==> config.mk <==
export PLATFORM = sky130hd
export DESIGN_NAME = imem_fetch_ctrl_flat
export DESIGN_NICKNAME = d
export VERILOG_FILES = /design/src/rtl/imem_fetch_ctrl_if.sv /design/src/rtl/imem_fetch_ctrl.sv /design/src/flat_wrapper.sv
export SDC_FILE = /design/constraint.sdc
export NUM_CORES = 1
export LEC_CHECK = 0
export ABC_AREA = 1
export BUFFER_PORTS_ARGS = -buffer_cell sky130_fd_sc_hd__buf_2
export CORE_MARGIN = 2
export CORE_UTILIZATION = 51
export CTS_BUF_LIST = sky130_fd_sc_hd__clkbuf_4
export DETAILED_ROUTE_END_ITERATION = 10
export GPL_TIMING_DRIVEN = 0
export PLACE_DENSITY = 0.8
export SYNTH_ARGS = -nofsm -noshare
export SYNTH_HDL_FRONTEND = slang
export SYNTH_SLANG_ARGS = --single-unit
==> constraint.sdc <==
create_clock -name clk -period 4.2 [get_ports clk]
set_input_delay 0.84 -clock clk [delete_from_list [all_inputs] [get_ports clk]]
set_output_delay 0.84 -clock clk [all_outputs]
set_load 0.02 [all_outputs]
==> src/rtl/imem_fetch_ctrl_if.sv <==
// Fetch-side bundle between imem_fetch_ctrl, the instruction memory and decode.
// master = fetch controller, slave = memory/decode environment.
interface imem_fetch_ctrl_if;
   logic [31:0] imem_addr;
   logic [31:0] imem_data;
   logic [31:0] instr_out;
   logic [31:0] pc_out;
   logic        instr_valid;
   logic        instr_ready;
   logic        redirect;
   logic [31:0] redirect_pc;
   logic        halt_req;
   logic        halted;
   logic        misaligned;
   logic [15:0] instr_count;

   modport master (
      output imem_addr, instr_out, pc_out, instr_valid, halted, misaligned, instr_count,
      input  imem_data, instr_ready, redirect, redirect_pc, halt_req
   );

   modport slave (
      input  imem_addr, instr_out, pc_out, instr_valid, halted, misaligned, instr_count,
      output imem_data, instr_ready, redirect, redirect_pc, halt_req
   );
endinterface

==> src/rtl/imem_fetch_ctrl.sv <==
// Instruction-fetch sequencer: owns the PC, fetches from a combinational imem
// and hands words to decode over valid/ready, with redirect, drain and halt.
module imem_fetch_ctrl #(
   parameter logic [31:0] RESET_PC  = 32'd0,
   parameter logic [31:0] LAST_ADDR = 32'd84
) (
   input  logic                clk,
   input  logic                reset,
   imem_fetch_ctrl_if.master   bus
);

   typedef enum logic [1:0] {FETCH, DRAIN, HALT} state_e;

   state_e      state_q, state_d;
   logic [31:0] pc_q, pc_d;
   logic [31:0] instr_q, instr_d;
   logic [31:0] pc_out_q, pc_out_d;
   logic        valid_q, valid_d;
   logic        halt_q, halt_d;
   logic        mis_q, mis_d;
   logic [15:0] count_q, count_d;

   logic xfer;
   logic slot_free;

   assign xfer      = valid_q & bus.instr_ready;
   assign slot_free = ~valid_q | xfer;

   // NOTE: every variable gets a default before any branch, so no path leaves
   // one unassigned and no latch is inferred.
   always_comb begin
      state_d  = state_q;
      pc_d     = pc_q;
      instr_d  = instr_q;
      pc_out_d = pc_out_q;
      valid_d  = valid_q;
      halt_d   = halt_q | bus.halt_req;
      mis_d    = mis_q;
      count_d  = count_q;

      if (xfer) begin
         valid_d = 1'b0;
         if (count_q != 16'hFFFF) count_d = count_q + 16'd1;
      end

      if (bus.redirect) begin
         pc_d    = bus.redirect_pc;
         valid_d = 1'b0;
         if (bus.redirect_pc[1:0] != 2'b00) begin
            mis_d   = 1'b1;
            state_d = HALT;
         end else if (halt_d || mis_q) begin
            // A misaligned fault stays fatal until reset, like a latched halt.
            state_d = HALT;
         end else begin
            state_d = FETCH;
         end
      end else begin
         unique case (state_q)
            FETCH: begin
               if (halt_d || (pc_q > LAST_ADDR)) begin
                  state_d = DRAIN;
               end else if (slot_free) begin
                  instr_d  = bus.imem_data;
                  pc_out_d = pc_q;
                  valid_d  = 1'b1;
                  pc_d     = pc_q + 32'd4;
               end
            end
            DRAIN: begin
               if (!valid_d) state_d = HALT;
            end
            HALT: begin
               valid_d = 1'b0;
            end
            default: state_d = HALT;
         endcase
      end
   end

   // NOTE: state registers use non-blocking assignments so every flop samples
   // the pre-edge values regardless of statement order.
   always_ff @(posedge clk or posedge reset) begin
      if (reset) begin
         state_q  <= FETCH;
         pc_q     <= RESET_PC;
         instr_q  <= 32'd0;
         pc_out_q <= 32'd0;
         valid_q  <= 1'b0;
         halt_q   <= 1'b0;
         mis_q    <= 1'b0;
         count_q  <= 16'd0;
      end else begin
         state_q  <= state_d;
         pc_q     <= pc_d;
         instr_q  <= instr_d;
         pc_out_q <= pc_out_d;
         valid_q  <= valid_d;
         halt_q   <= halt_d;
         mis_q    <= mis_d;
         count_q  <= count_d;
      end
   end

   assign bus.imem_addr   = pc_q;
   assign bus.instr_out   = instr_q;
   assign bus.pc_out      = pc_out_q;
   assign bus.instr_valid = valid_q;
   assign bus.halted      = (state_q == HALT);
   assign bus.misaligned  = mis_q;
   assign bus.instr_count = count_q;

endmodule

==> src/flat_wrapper.sv <==
// flat-port wrapper written by rule: the top's interface ports become plain ports
module imem_fetch_ctrl_flat 
#(
   parameter logic [31:0] RESET_PC  = 32'd0,
   parameter logic [31:0] LAST_ADDR = 32'd84
)
  (clk, reset, bus_imem_addr, bus_instr_out, bus_pc_out, bus_instr_valid, bus_halted, bus_misaligned, bus_instr_count, bus_imem_data, bus_instr_ready, bus_redirect, bus_redirect_pc, bus_halt_req);
  imem_fetch_ctrl_if bus_i ();
  input  logic clk;
  input  logic reset;
  output wire logic [$bits(bus_i.imem_addr)-1:0] bus_imem_addr;
  output wire logic [$bits(bus_i.instr_out)-1:0] bus_instr_out;
  output wire logic [$bits(bus_i.pc_out)-1:0] bus_pc_out;
  output wire logic [$bits(bus_i.instr_valid)-1:0] bus_instr_valid;
  output wire logic [$bits(bus_i.halted)-1:0] bus_halted;
  output wire logic [$bits(bus_i.misaligned)-1:0] bus_misaligned;
  output wire logic [$bits(bus_i.instr_count)-1:0] bus_instr_count;
  input wire logic [$bits(bus_i.imem_data)-1:0] bus_imem_data;
  input wire logic [$bits(bus_i.instr_ready)-1:0] bus_instr_ready;
  input wire logic [$bits(bus_i.redirect)-1:0] bus_redirect;
  input wire logic [$bits(bus_i.redirect_pc)-1:0] bus_redirect_pc;
  input wire logic [$bits(bus_i.halt_req)-1:0] bus_halt_req;
  assign bus_imem_addr = bus_i.imem_addr;
  assign bus_instr_out = bus_i.instr_out;
  assign bus_pc_out = bus_i.pc_out;
  assign bus_instr_valid = bus_i.instr_valid;
  assign bus_halted = bus_i.halted;
  assign bus_misaligned = bus_i.misaligned;
  assign bus_instr_count = bus_i.instr_count;
  assign bus_i.imem_data = bus_imem_data;
  assign bus_i.instr_ready = bus_instr_ready;
  assign bus_i.redirect = bus_redirect;
  assign bus_i.redirect_pc = bus_redirect_pc;
  assign bus_i.halt_req = bus_halt_req;
  imem_fetch_ctrl #(.RESET_PC(RESET_PC), .LAST_ADDR(LAST_ADDR)) u_core (.clk(clk), .reset(reset), .bus(bus_i));
endmodule
==> results of run 1 <==
-- per-layer routing --
layer,track usage (%),vias to the layer above,share of wire [%]
li1,-,2404,-
met1,31.2,2323,42
met2,42.1,156,51
met3,6.32,14,5.6
met4,8.81,0,1.3
met5,0,-,0
-- power breakdown --
part           internal [W]  leakage, nW  switching, W
Combinational     0.0000975         2.39      0.000206
Clock              0.000343        0.136      0.000411
Sequential          0.00116         1.52     0.0000356
Total               0.00160         4.04      0.000653
-- sequential cells by signal, indices dropped and copies added (netlist names) --
name                    cells
u_core.halt_q               1
u_core.bus.instr_count     16
u_core.state_q              2
u_core.bus.instr_out       32
u_core.bus.instr_valid      1
u_core.bus.misaligned       1
u_core.bus.pc_out          32
u_core.bus.imem_addr       32
-- synth_stat cells (7+ instances only) --
| library cell | count | area share (%) |
|---|---|---|
| nand4_1 | 40 | 4.6 |
| clkbuf_1 | 11 | 0.76 |
| nand3_1 | 50 | 4.6 |
| o21ai_2 | 7 | 1.1 |
| xor2_1 | 11 | 1.8 |
| nor2_1 | 35 | 2.4 |
| inv_1 | 54 | 3.8 |
| buf_6 | 12 | 2.5 |
| nand2_1 | 235 | 16 |
| dfrtp_1 | 117 | 54 |
| o21ai_0 | 9 | 0.83 |
-- worst max-delay path, delay by kind of cell (launching register included) --
family,cells,cell delay (ns)
buffers and inverters,1,0.19
DFF,1,0.42
and+or+nand+nor,1,0.15
-- logic make-up after synthesis --
kind of cell / after synthesis / synth area share (%)
flops: 117 / 54.2
xor+xnor: 14 / 2.27
fa+ha+maj: 4 / 0.927
compound gates: 21 / 2.78
buf+inv: 89 / 8.04
simple gates: 381 / 31.8
-- worst min path at each step --
stage / to / from / depth (start not counted) / slack [ns]
6_report: u_core.bus.instr_out[20] / reset / 2 / 0.43
2_1_floorplan: u_core.halt_q / u_core.halt_q / 2 / 0.43
5_1_grt: u_core.bus.pc_out[19] / reset / 2 / 0.44
4_1_cts: u_core.bus.pc_out[19] / reset / 2 / 0.40
3_5_place_dp: u_core.bus.pc_out[25] / u_core.bus.pc_out[25] / 2 / 0.45
3_3_place_gp: u_core.bus.pc_out[21] / u_core.bus.pc_out[21] / 2 / 0.44
-- per-stage QoR --
stage	instance area [sq um]	power, W	utilization, %	TNS (ns)	setup slack, ns
after floorplan	5400	0.00140	-	0	0.259
after detailed placement	6520	0.00152	63.1	0	1.89
after global placement	6490	0.00151	62.8	-112.00	-0.966
after CTS	6770	0.00227	65.5	0	2.04
after global routing	6770	0.00237	65.5	0	1.98
final	6770	0.00225	65.5	0	2.10
-- cell type report --
type,count,area [sq um],share of cell area (%)
clock buffers,18,135,2.00
well taps,136,170,2.51
flip-flops and latches,117,2930,43.3
clock inverters,12,115,1.70
repair buffers,184,943,13.9
multi-input cells,420,2040,30.1
plain buffers,32,218,3.22
inverters,57,219,3.24
==> impl_metrics.csv, run 1 <==
group,metric,value,unit
drt,first_pass_iters,7,
finish,final_common_cell,"nand2_1",
worst_setup_path,r2r_cells,10,
sta,hold_viol,0,
run,max-cap-violations,0,
cts,numCtsBuffers,17,
worst_setup_path,cp-end-kind,"primary output",
cts,cts_tree,"yes",
yosys,synth_edf_count,0,
cts,numClockSinks,117,
worst_setup_path,rr_endpoint,"u_core.bus.instr_out[19]",
drt,postRouteAntennaNets,0,
worst_setup_path,crit_path_start,"u_core.state_q[0]",
grt,grt_pass1_vias,4754,
floorplan,core_area,10300,sq um
grt,track_usage,24.9,%
sta,relSlewSlack,56.3,%
cts,cts_setup_buffers,0,
grt,antenna_found_initial,0,
yosys,avgSynthCellArea,8.63,sq um
drt,avgRoutedWirePerCell,13.8,microns
floorplan,rows,37,
worst_setup_path,startpoint_type,"register",
place,post-dp-hpwl,9960,microns
yosys,synth_cell_types,33,
worst_setup_path,worstPathCellList,"nor2_1, buf_2",
yosys,postSynthCellCount,626,
power,power.leakage,4.04,nW
worst_setup_path,reg2reg_setup_slack,2.41,ns
floorplan,die_w,107,microns
grt,grt-ovfl-total,0,
sta,whs,0.425,ns
floorplan,initial_core_util,52.3,%
power,vdd_drop_max,0.186,mV
floorplan,fp.dieH,107,microns
cts,htree_levels,4,
cts,cts_resized,0,
cts,clock_latency,0.51,ns
sta,rsz0062_at_grt,"false",
sta,maxClockFrequency,475,MHz
yosys,syn-num-nets,699,
drt,vias_per_cell,5.02,
place,io_buffers,183,
finish,nFillCells,889,
sta,setup_viol,0,
floorplan,ioPinCount,184,
yosys,ys_warn_count,0,
drt,drc_errors,0,
yosys,syn_area,5400,sq um
drt,drtIter0Drc,293,
cts,cts_buffer_depth,2,
floorplan,die-area,11400,sq um
hold_path,hp-class,"input port to asynchronous set/reset pin",
worst_setup_path,worst-path-max-fanout,4,
finish,n_antenna_cell,0,
grt,grt_pass1_wl,22200,microns
cts,ctsHoldBuffers,0,
place,dp_cells,946,
sta,period_share,50.1,%
finish,drive_gt1_share,30.4,%
cts,cts-root-buf,"clkbuf_4",
worst_setup_path,critPathArrivalTime,1.26,ns
drt,detailroute.via_count,4897,
yosys,async_reset_ff_share,100,%
worst_setup_path,path_class,"register to primary output",
finish,layout_common_cells,"235 x nand2_1, 189 x buf_2, 117 x dfrtp_1",
worst_setup_path,max_stage_delay,0.42,ns
worst_setup_path,crit_required,3.36,ns
sta,min_period,2.10,ns
yosys,synth-seq-cells,117,
power,power_density,333,nW/um^2
finish,fin_nets,902,
outcome,status,"finished, final reports clean",
finish,syn_to_final_growth,25.3,%
sta,finClkSkew,0.0172,ns
grt,grt_max_degree,67,
sta,drv_slew,0,
worst_setup_path,crit_end,"bus_halted",
sta,worstMarginPinSlew,0.656,ns
worst_setup_path,crit_slowest_cell,"dfrtp_1",
finish,final_cells,976,
cts,clk_pin_slew,0.11,ns
yosys,ys_seq_area_share,54.2,%
yosys,synth_ff_type,"dfrtp_1",
worst_setup_path,r2r_start,"u_core.bus.imem_addr[3]",
place,place.gp.congestion,0.867,
drt,wl,13500,microns
Power figures use the tool's default switching activity.
==> inputs of run 2 (changes only) <==
--- a/config.mk
+++ b/config.mk
@@ -5,14 +5,14 @@
 export SDC_FILE = /design/constraint.sdc
 export NUM_CORES = 1
 export LEC_CHECK = 0
-export ABC_AREA = 1
+export ABC_AREA = 0
 export BUFFER_PORTS_ARGS = -buffer_cell sky130_fd_sc_hd__buf_2
 export CORE_MARGIN = 2
-export CORE_UTILIZATION = 51
+export CORE_UTILIZATION = 45
 export CTS_BUF_LIST = sky130_fd_sc_hd__clkbuf_4
 export DETAILED_ROUTE_END_ITERATION = 10
 export GPL_TIMING_DRIVEN = 0
-export PLACE_DENSITY = 0.8
+export PLACE_DENSITY = 0.77
 export SYNTH_ARGS = -nofsm -noshare
 export SYNTH_HDL_FRONTEND = slang
 export SYNTH_SLANG_ARGS = --single-unit
==> constraint.sdc (replaced) <==
create_clock -name clk -period 1.9 [get_ports clk]
set_input_delay 0.38 -clock clk [delete_from_list [all_inputs] [get_ports clk]]
set_output_delay 0.38 -clock clk [all_outputs]
set_load 0.02 [all_outputs]
==> impl_metrics.csv, run 2 <==
group,metric,value,unit
drt,detailroute.via_count,3412,
sta,hold_viol,0,
place,post-dp-hpwl,7420,microns
worst_setup_path,path_class,"register to register",
finish,final_cells,687,
finish,n_antenna_cell,0,
finish,fin_nets,613,
drt,first_pass_iters,4,
grt,grt_pass1_vias,3555,
yosys,postSynthCellCount,322,
floorplan,die_w,105,microns
drt,vias_per_cell,4.97,
drt,avgRoutedWirePerCell,15.1,microns
yosys,async_reset_ff_share,100,%
grt,track_usage,19.6,%
yosys,synthTopCellsByArea,"dfrtp_1 63%, mux2_2 15%, nor2b_1 3.8%, xnor2_1 2.3%, buf_12 1.7%",
worst_setup_path,max_stage_delay,0.44,ns
drt,drtIter0Drc,114,
sta,setup_viol,65,
sta,finalWorstSetupSlack,-0.316,ns
floorplan,initial_core_util,45.6,%
finish,drive_gt1_share,59.3,%
power,combPwrFrac,9.8,%
cts,cts_tree,"yes",
sta,min_period,2.22,ns
place,place.gp.congestion,0.727,
floorplan,rows,37,
cts,numCtsBuffers,17,
grt,antenna_found_initial,0,
yosys,ys_top_cells_by_count,"117 x dfrtp_1, 62 x mux2_2, 28 x nor2b_1, 12 x nand3_1, 12 x xnor2_1",
sta,rsz0062_at_grt,"true",
worst_setup_path,startpoint_type,"register",
yosys,yosysMostFrequentCell,"dfrtp_1",
yosys,syn_area,4620,sq um
cts,clk_pin_slew,0.10,ns
cts,clock_latency,0.50,ns
grt,grt_max_degree,47,
finish,syn_to_final_growth,36.7,%
yosys,synth-seq-cells,117,
power,p_int,0.00343,W
cts,numClockSinks,117,
worst_setup_path,crit_required,2.28,ns
power,switching_share,25.4,%
cts,cts-root-buf,"clkbuf_4",
finish,layout_common_cells,"184 x buf_2, 107 x dfrtp_1, 44 x mux2_2",
grt,grt-ovfl-total,0,
yosys,synth_top_area_share,63.3,%
yosys,synth_edf_count,0,
yosys,ys_warn_count,0,
drt,drc_errors,0,
grt,grt_util_met3,6.86,%
grt,grt-busiest-layer,"met2",
outcome,status,"finished with violations",
yosys,avgSynthCellArea,14.4,sq um
power,power_density,727,nW/um^2
place,io_buffers,183,
grt,use_met2,31.8,%
sta,relSlewSlack,53.9,%
power,p_sw,0.00117,W
yosys,synth_ff_type,"dfrtp_1",
drt,postRouteAntennaNets,0,
outcome,violations,"negative setup slack",
power,p_clk_share,32.9,%
worst_setup_path,worst-path-max-fanout,10,
yosys,synth_cell_types,37,
finish,nFillCells,799,
worst_setup_path,crit_slowest_cell,"dfrtp_2",
run,max-cap-violations,0,
sta,drv_slew,0,
finish,design_area,6320,sq um
drt,wl,10400,microns
sta,finClkSkew,0.0172,ns
floorplan,die-area,11100,sq um
floorplan,core_area,10100,sq um
sta,worstMarginPinSlew,0.690,ns
finish,seq_area,2940,sq um
power,power.leakage,3.35,nW
floorplan,ioPinCount,184,
power,sequentialPowerShare,57.3,%
yosys,yosysTopAreaCell,"dfrtp_1",
power,vdd_drop_max,0.438,mV
worst_setup_path,worstPathCellList,"nor4_4, nand4_1, nor4_4, and2_4, buf_12, buf_12, mux2_2",
sta,period_share,117,%
hold_path,hp-class,"input port to register",
grt,grt_pass1_wl,17200,microns
grt,globalRouteMet1Util,24.1,%
yosys,syn-num-nets,395,
sta,maxClockFrequency,451,MHz
cts,htree_levels,4,
finish,final_common_cell,"buf_2",
place,postPlaceCellArea,5790,sq um
worst_setup_path,cp-end-kind,"register",
finish,multiInputGateArea,1750,sq um
floorplan,fp.dieH,105,microns
place,dp_cells,643,
cts,cts_buffer_depth,2,
worst_setup_path,critPathArrivalTime,2.60,ns
yosys,ys_seq_area_share,63.3,%
run 2: cells by family (layout without fill, tap and decap cells):
logic type / after synthesis / in the layout / synth area share, %
adders and majority gates: 4 / 4 / 1.08
DFF: 117 / 117 / 63.3
and+or+nand+nor: 83 / 83 / 10.6
muxes: 67 / 67 / 16.3
AOI/OAI and AO/OA: 17 / 17 / 2.65
buffers and inverters: 19 / 248 / 3.17
xor gates and xnor gates: 15 / 15 / 2.84
run 2: layout make-up:
cell class	count	area share [%]
Multi-Input combinational cell	186	27.7
Clock inverter	9	1.05
Clock buffer	21	2.49
Tap cell	136	2.69
Inverter	8	0.535
Buffer	11	2.00
Timing Repair Buffer	199	17.0
Sequential cell	117	46.5
run 2: path summary, 6_finish.rpt:
kind | to | start | slack [ns] | depth (start not counted)
hold reg to reg | u_core.bus.instr_count[8] | u_core.bus.instr_count[8] | 0.50 | 1
setup / recovery | u_core.bus.instr_out[12] | u_core.bus.imem_addr[14] | -0.32 | 7
min in group asynchronous | u_core.bus.instr_count[3] | reset | 0.53 | 3
hold / removal | u_core.bus.imem_addr[2] | bus_redirect_pc[2] | 0.09 | 3
max in group asynchronous | u_core.bus.instr_out[6] | reset | 0.74 | 4
setup reg to reg | u_core.bus.instr_out[12] | u_core.bus.imem_addr[14] | -0.32 | 7
run 2: timing repair:
item	CTS	global route
buffers inserted	11	3
cloned	1	0
hold endpoints to repair	28	0
resized for setup	25	21
pin swaps	7	2
setup endpoints to repair	72	75
hold buffers	1	0
run 2: metrics by stage:
step           power [W]  setup TNS (ns)  hold WS (ns)  worst slack (ns)  util (%)
5_1_grt          0.00482          -21.82        0.0592            -0.425      62.3
4_1_cts          0.00464          -12.15        0.0329            -0.276      61.3
3_3_place_gp     0.00307         -101.02         0.442            -0.702      56.7
6_report         0.00460          -13.97        0.0853            -0.316      62.3
3_5_place_dp     0.00309          -41.12         0.463            -0.750      57.1
2_1_floorplan    0.00289          -18.87         0.422            -0.384         -
run 2: power by group through the flow:
stage	registers, W	clock network [W]	logic, W
finish	0.00263	0.00151	0.000451
global route	0.00265	0.00167	0.000495
CTS	0.00263	0.00157	0.000443
detailed placement	0.00267	0	0.000418
global placement	0.00267	0	0.000395
floorplan	0.00275	0	0.000144
run 2: critical path: cells and delay by family, from the launching register on:
family                 cells  cell delay [ns]
AND/OR/NAND/NOR            4             1.05
flip-flops                 1             0.44
multiplexers               1             0.33
buffers and inverters      2             0.27
run 2: routing by layer:
layer	part of all wire, %	vias to the layer above	routed length [microns]
met4	1.8	0	185
met2	50	130	5150
li1	-	1567	-
met1	40	1699	4190
met3	8.1	16	844
met5	0	-	0
